File: config.mk
export PLATFORM = sky130hd
export DESIGN_NAME = serial_frame_receiver
export DESIGN_NICKNAME = d
export VERILOG_FILES = /design/src/rtl/serial_frame_receiver.sv
export SDC_FILE = /design/constraint.sdc
export NUM_CORES = 1
export LEC_CHECK = 0
export BUFFER_PORTS_ARGS = -buffer_cell sky130_fd_sc_hd__buf_2
export CAP_MARGIN = 5
export CORE_AREA = 10 10 66 68
export DETAILED_ROUTE_END_ITERATION = 10
export DIE_AREA = 0 0 76 78
export PLACE_DENSITY = 0.44
export SYNTH_ARGS = -nofsm -noshare
export SYNTH_HDL_FRONTEND = slang
export SYNTH_SLANG_ARGS = --single-unit
File: constraint.sdc
create_clock -name CLK -period 3.85 [get_ports CLK]
set_input_delay 0.9625 -clock CLK [delete_from_list [all_inputs] [get_ports CLK]]
set_output_delay 0.9625 -clock CLK [all_outputs]
set_load 0.05 [all_outputs]
File: src/rtl/serial_frame_receiver.sv
// rtl/serial_frame_receiver.sv - start/data/parity/stop serial deframer with valid/ack word handoff
module serial_frame_receiver #(
  parameter int DATA_W    = 4,
  parameter bit PARITY_EN = 1'b1
) (
  input  logic              CLK,
  input  logic              Reset,
  input  logic              Serial_in,
  input  logic              Enable,
  output logic [DATA_W-1:0] Data_out,
  output logic              Data_valid,
  input  logic              Data_ack,
  output logic              Parity_err,
  output logic              Frame_err,
  output logic              Overrun,
  output logic              Busy
);

  localparam int CNT_W = $clog2(DATA_W + 1);

  typedef enum logic [1:0] {
    IDLE,
    DATA,
    PARITY,
    STOP
  } state_t;

  state_t            state;
  logic [CNT_W-1:0]  bit_cnt;
  logic [DATA_W-1:0] shift_reg;
  logic              parity_bit;
  logic [DATA_W:0]   shift_ext;
  logic              word_parity_err;

  // New bits enter at the MSB so the first bit received ends up in bit 0.
  always_comb begin
    shift_ext = {Serial_in, shift_reg};
  end

  always_comb begin
    word_parity_err = 1'b0;
    if (PARITY_EN) begin
      word_parity_err = (^shift_reg) ^ parity_bit;
    end
  end

  always_ff @(posedge CLK or negedge Reset) begin
    if (!Reset) begin
      state      <= IDLE;
      bit_cnt    <= '0;
      shift_reg  <= '0;
      parity_bit <= 1'b0;
      Data_out   <= '0;
      Data_valid <= 1'b0;
      Parity_err <= 1'b0;
      Frame_err  <= 1'b0;
      Overrun    <= 1'b0;
      Busy       <= 1'b0;
    end else begin
      Frame_err <= 1'b0;
      if (Data_valid && Data_ack) begin
        Data_valid <= 1'b0;
      end

      if (Enable) begin
        case (state)
          IDLE: begin
            if (Serial_in) begin
              state   <= DATA;
              bit_cnt <= '0;
              Busy    <= 1'b1;
            end
          end

          DATA: begin
            shift_reg <= shift_ext[DATA_W:1];
            if (bit_cnt == CNT_W'(DATA_W - 1)) begin
              bit_cnt <= CNT_W'(DATA_W);
              state   <= PARITY_EN ? PARITY : STOP;
            end else begin
              bit_cnt <= bit_cnt + 1'b1;
            end
          end

          PARITY: begin
            parity_bit <= Serial_in;
            state      <= STOP;
          end

          STOP: begin
            state <= IDLE;
            Busy  <= 1'b0;
            if (Serial_in) begin
              Frame_err <= 1'b1;
            end else if (!Data_valid || Data_ack) begin
              // A same-edge ack frees the holding register, so the new word wins.
              Data_out   <= shift_reg;
              Parity_err <= word_parity_err;
              Data_valid <= 1'b1;
            end else begin
              Overrun <= 1'b1;
            end
          end

          default: begin
            state <= IDLE;
            Busy  <= 1'b0;
          end
        endcase
      end
    end
  end

endmodule

==> results of run 1 <==
## layout make-up
class | count | area, um^2 | share of cell area [%]
Sequential cell | 19 | 475 | 45.8
Multi-Input combinational cell | 42 | 402 | 38.7
Timing Repair Buffer | 13 | 65.1 | 6.27
Tap cell | 46 | 57.6 | 5.54
Clock buffer | 3 | 22.5 | 2.17
Inverter | 3 | 11.3 | 1.08
Clock inverter | 1 | 5.00 | 0.482
## Yosys cell counts
library cell / n
xor2_1: 1
o21bai_1: 1
xnor2_1: 1
mux2_2: 11
nand3b_1: 2
nor2b_1: 1
mux2i_1: 1
and3_1: 2
a22o_1: 1
ha_1: 7
xnor3_1: 1
mux2_4: 1
o2bb2ai_1: 1
nand2b_1: 2
buf_4: 1
dfrtp_1: 19
nand3_1: 1
nand2_1: 3
o211ai_1: 1
nor2_1: 1
nor2b_4: 1
inv_1: 3
a31oi_1: 2
## metal layers
| layer | part of all wire (%) | global-route usage [%] | vias up | wire (um) |
|---|---|---|---|---|
| met3 | 5.1 | 2.07 | 2 | 81 |
| met1 | 54 | 8.26 | 252 | 873 |
| met4 | 0.75 | 2.84 | 0 | 12 |
| met5 | 0 | 0 | - | 0 |
| li1 | - | - | 261 | - |
| met2 | 40 | 7.14 | 11 | 635 |
## worst max-delay path by stage
stage | start | endpoint | slack (ns) | depth (start not counted)
global placement | Serial_in | Data_out[0] | 1.83 | 4
CTS | Parity_err | Parity_err | 1.93 | 1
global route | Data_out[3] | Data_out[3] | 1.89 | 1
finish | Parity_err | Parity_err | 1.94 | 1
detailed placement | Serial_in | Data_out[1] | 1.80 | 4
floorplan | Enable | Data_out[0] | 1.96 | 4
## kinds of logic (layout without fill, tap and decap cells)
kind of cell               Yosys count  count (layout)  synth area share [%]
adders and majority gates            7               7                  9.78
DFF                                 19              19                  53.1
muxes                               13              13                  16.6
xor gates and xnor gates             3               3                  4.47
and+or+nand+nor                     13              13                  8.94
buffers and inverters                4              20                  2.10
AOI/OAI and AO/OA                    6               6                  5.03
## power by group
group / total [uW] / leakage (uW) / switching, uW / internal [uW]
Clock: 106 / 0.0000177 / 67.4 / 38.7
Combinational: 457 / 0.000260 / 263 / 194
Sequential: 353 / 0.000237 / 63.6 / 289
## through the flow
| stage | hold slack, ns | std cells | instance area (um^2) |
|---|---|---|---|
| floorplan | 0.456 | 65 | 896 |
| finish | 0.499 | 127 | 1040 |
| CTS | 0.505 | 127 | 1040 |
| global placement | 0.474 | 123 | 1010 |
| detailed placement | 0.474 | 123 | 1010 |
| global route | 0.534 | 127 | 1040 |
==> impl_metrics.yaml, run 1 <==
finish:
  area_delta_synth_final_pct: 15.9
  final_nets: 94
  layout_common_cells: "dfrtp_1 (19), buf_2 (13), mux2_2 (11)"
  utilization_pct: 32.7
  antenna_cells: 0
  layout_commonest_cell: "dfrtp_1"
  drive_gt1_share_pct: 37.0
  fill_cells: 338
floorplan:
  initial_utilization_pct: 28.2
  placeableCoreArea_um2: 3180
  die_w_um: 76
  die_area_um2: 5930
  die_y_um: 78
  rows: 21
  ioPinCount: 14
yosys:
  syn_avg_cell_area_um2: 13.8
  synth_cells: 65
  ys_top_cells_by_area: "dfrtp_1 (53%), mux2_2 (14%), ha_1 (9.8%)"
  synth_seq_cells: 19
  ys_types: 23
  synth_largest_area_cell: "dfrtp_1"
  yosys_warnings: 0
  syn_nets: 77
  netlist_area_um2: 896
  seq_area_frac_synth_pct: 53.1
  synth_top_area_share_pct: 53.1
run:
  maxCapViolCount: 0
clock_network:
  cts.sinks: 19
  ctsHoldBuffers: 0
  cts_resized: 0
  clock_latency_ns: 0.30
  postCtsSetupBuffers: 0
  root_buffer: "clkbuf_4"
  numCtsBuffers: 3
  path_clk_slew_ns: 0.12
  htreeDepth: 1
  cts_tree: "built"
  clock_path_buffers: 2
worst_setup_path:
  cp.required_ns: 2.89
  path_delay_family: "flip-flops"
  rr_worst_depth: 5
  worstPathCellList: "buf_2"
  reg2reg_from: "state[1]"
  r2r-end: "state[1]"
  crit_slowest_cell: "dfrtp_1"
  startpoint_type: "flip-flop"
  critPathCaptureType: "output pin"
  worstSetupPathType: "flip-flop to output pin"
  crit_buf_inv: 1
  cp.arrival_ns: 0.95
  rrSetupSlack_ns: 2.28
  cp_max_fo: 2
  slowest_delay_ns: 0.38
worst_hold_path:
  hold_start: "Overrun"
  min-delay-path-class: "flip-flop to flip-flop"
  hold_depth: 1
  hold_path_end: "Overrun"
global_routing:
  grt_max_degree: 20
  grt_pass1_wl_um: 2770
  grt_usage_pct: 5.74
  grt_pass1_vias: 554
  antenna_found_initial: 0
  grt-ovfl-total: 0
routing:
  ant_nets: 0
  post_drt_wl_per_cell_um: 12.6
  vias: 526
  viasPerCell: 4.14
  drc: 0
  first_pass_iters: 4
  drtIter0Drc: 11
  routed_wl_um: 1600
placed_design:
  post-place-ws_ns: 1.80
  dp_hpwl_um: 1250
  gp_congestion: 0.664
  numPortBuffers: 13
sta:
  finalCritPeriodShare_pct: 49.7
  maxSlewViolCount: 0
  tightest_slew_ns: 0.432
  layout_min_cycle_time_ns: 1.91
  setup_viol_count_final: 0
  finClkSkew_ns: 0.00238
  slew_headroom_pct: 71.2
  rsz0062_at_grt: "no"
  hold_violations: 0
  fmax_ghz: 0.523
  setup_tns_ns: 0
  fin_ws_ns: 1.94
power:
  post-layout-total-power_uw: 916
  vdd_drop_max_uv: 272
  cellLeakagePower_uw: 0.000515
  power.density_nw_per_um2: 882
run_status:
  status: "completed"
(Power assumes the default switching activity.)
==> run 2: changes to the inputs <==
clock period = 1.77 ns   (was 3.85 ns; I/O delays follow)
==> impl_metrics.yaml, run 2 (synthesis gave the netlist of run 1 again) <==
placed_design:
  numPortBuffers: 13
  gp_congestion: 0.638
  post-place-ws_ns: 0.208
  dp_hpwl_um: 1150
clock_network:
  numCtsBuffers: 3
  htreeDepth: 1
  cts_tree: "built"
  clock_latency_ns: 0.30
  clock_path_buffers: 2
  ctsHoldBuffers: 0
  cts_resized: 0
  cts.sinks: 19
  path_clk_slew_ns: 0.11
  root_buffer: "clkbuf_4"
  postCtsSetupBuffers: 0
sta:
  finalCritPeriodShare_pct: 88.1
  hold-worst-slack_ns: 0.0620
  finClkSkew_ns: 0.00218
  maxSlewViolCount: 0
  fmax_ghz: 0.641
  tightest_slew_ns: 0.433
  rsz0062_at_grt: "no"
  layout_min_cycle_time_ns: 1.56
  fin_ws_ns: 0.210
  setup_viol_count_final: 0
  setup_tns_ns: 0
  hold_violations: 0
  slew_headroom_pct: 71.1
worst_setup_path:
  worstSetupPathType: "flip-flop to flip-flop"
  startpoint: "state[1]"
  cp.required_ns: 1.97
  rr_worst_depth: 5
  cp_max_fo: 4
  reg2reg_from: "state[1]"
  cp.arrival_ns: 1.76
  critPathCaptureType: "flip-flop"
  startpoint_type: "flip-flop"
floorplan:
  placeableCoreArea_um2: 3180
  initial_utilization_pct: 28.2
  die_area_um2: 5930
  die_w_um: 76
  die_y_um: 78
  rows: 21
  ioPinCount: 14
power:
  cellLeakagePower_uw: 0.000515
  post-layout-total-power_uw: 1980
  vdd_drop_max_uv: 491
  power.density_nw_per_um2: 1900
finish:
  antenna_cells: 0
  drive_gt1_share_pct: 37.0
  final_nets: 94
  layout_common_cells: "dfrtp_1 (19), buf_2 (13), mux2_2 (11)"
  utilization_pct: 32.7
  area_delta_synth_final_pct: 15.9
  layout_commonest_cell: "dfrtp_1"
global_routing:
  grt-ovfl-total: 0
  antenna_found_initial: 0
  grt_usage_pct: 5.66
  grt_pass1_wl_um: 2680
  grt_pass1_vias: 556
  grt_max_degree: 20
routing:
  post_drt_wl_per_cell_um: 12.0
  drtIter0Drc: 6
  routed_wl_um: 1530
  drc: 0
  first_pass_iters: 2
  ant_nets: 0
  viasPerCell: 4.13
  vias: 524
run:
  maxCapViolCount: 0
worst_hold_path:
  min-delay-path-class: "input pin to asynchronous set/reset pin"
run_status:
  status: "completed"
-- run 2: worst max-delay path, cell delays in order, from the launching register on --
cell and delay, ns:
dfrtp_1 0.43, inv_1 0.12, ha_1 0.24, nor2b_1 0.16, nand3b_1 0.17, mux2_2 0.34
-- run 2: area by class of cell --
class / count / area (um^2)
Timing Repair Buffer: 13 / 65.1
Clock inverter: 1 / 5.00
Clock buffer: 3 / 22.5
Multi-Input combinational cell: 42 / 402
Fill cell: 330 / 2140
Sequential cell: 19 / 475
Inverter: 3 / 11.3
Tap cell: 46 / 57.6
-- run 2: report_power, final --
part           leakage [uW]  internal [uW]  switching, uW
Sequential         0.000237            629            128
Combinational      0.000260            425            568
Clock             0.0000177           84.2            141
Total              0.000515           1140            837
-- run 2: stage by stage --
| step | cell area, um^2 | std cells |
|---|---|---|
| 4_1_cts | 1040 | 127 |
| 6_report | 1040 | 127 |
| 5_1_grt | 1040 | 127 |
| 3_3_place_gp | 1010 | 123 |
| 2_1_floorplan | 896 | 65 |
| 3_5_place_dp | 1010 | 123 |
-- run 2: layer usage --
metal	up-vias	share of wire, %	global-route usage, %
met2	13	42	8.08
met1	250	49	6.76
met5	-	0	0
met4	0	1.2	3.41
met3	2	7.9	2.65
li1	259	-	-
-- run 2: path summary, 6_finish.rpt --
check / slack, ns / endpoint
setup / recovery: 0.21 / state[1]
hold / removal: 0.06 / Data_out[0]
setup reg to reg: 0.21 / state[1]
hold reg to reg: 0.49 / Overrun
max in group asynchronous: 1.41 / Busy
min in group CLK: 0.42 / Data_valid
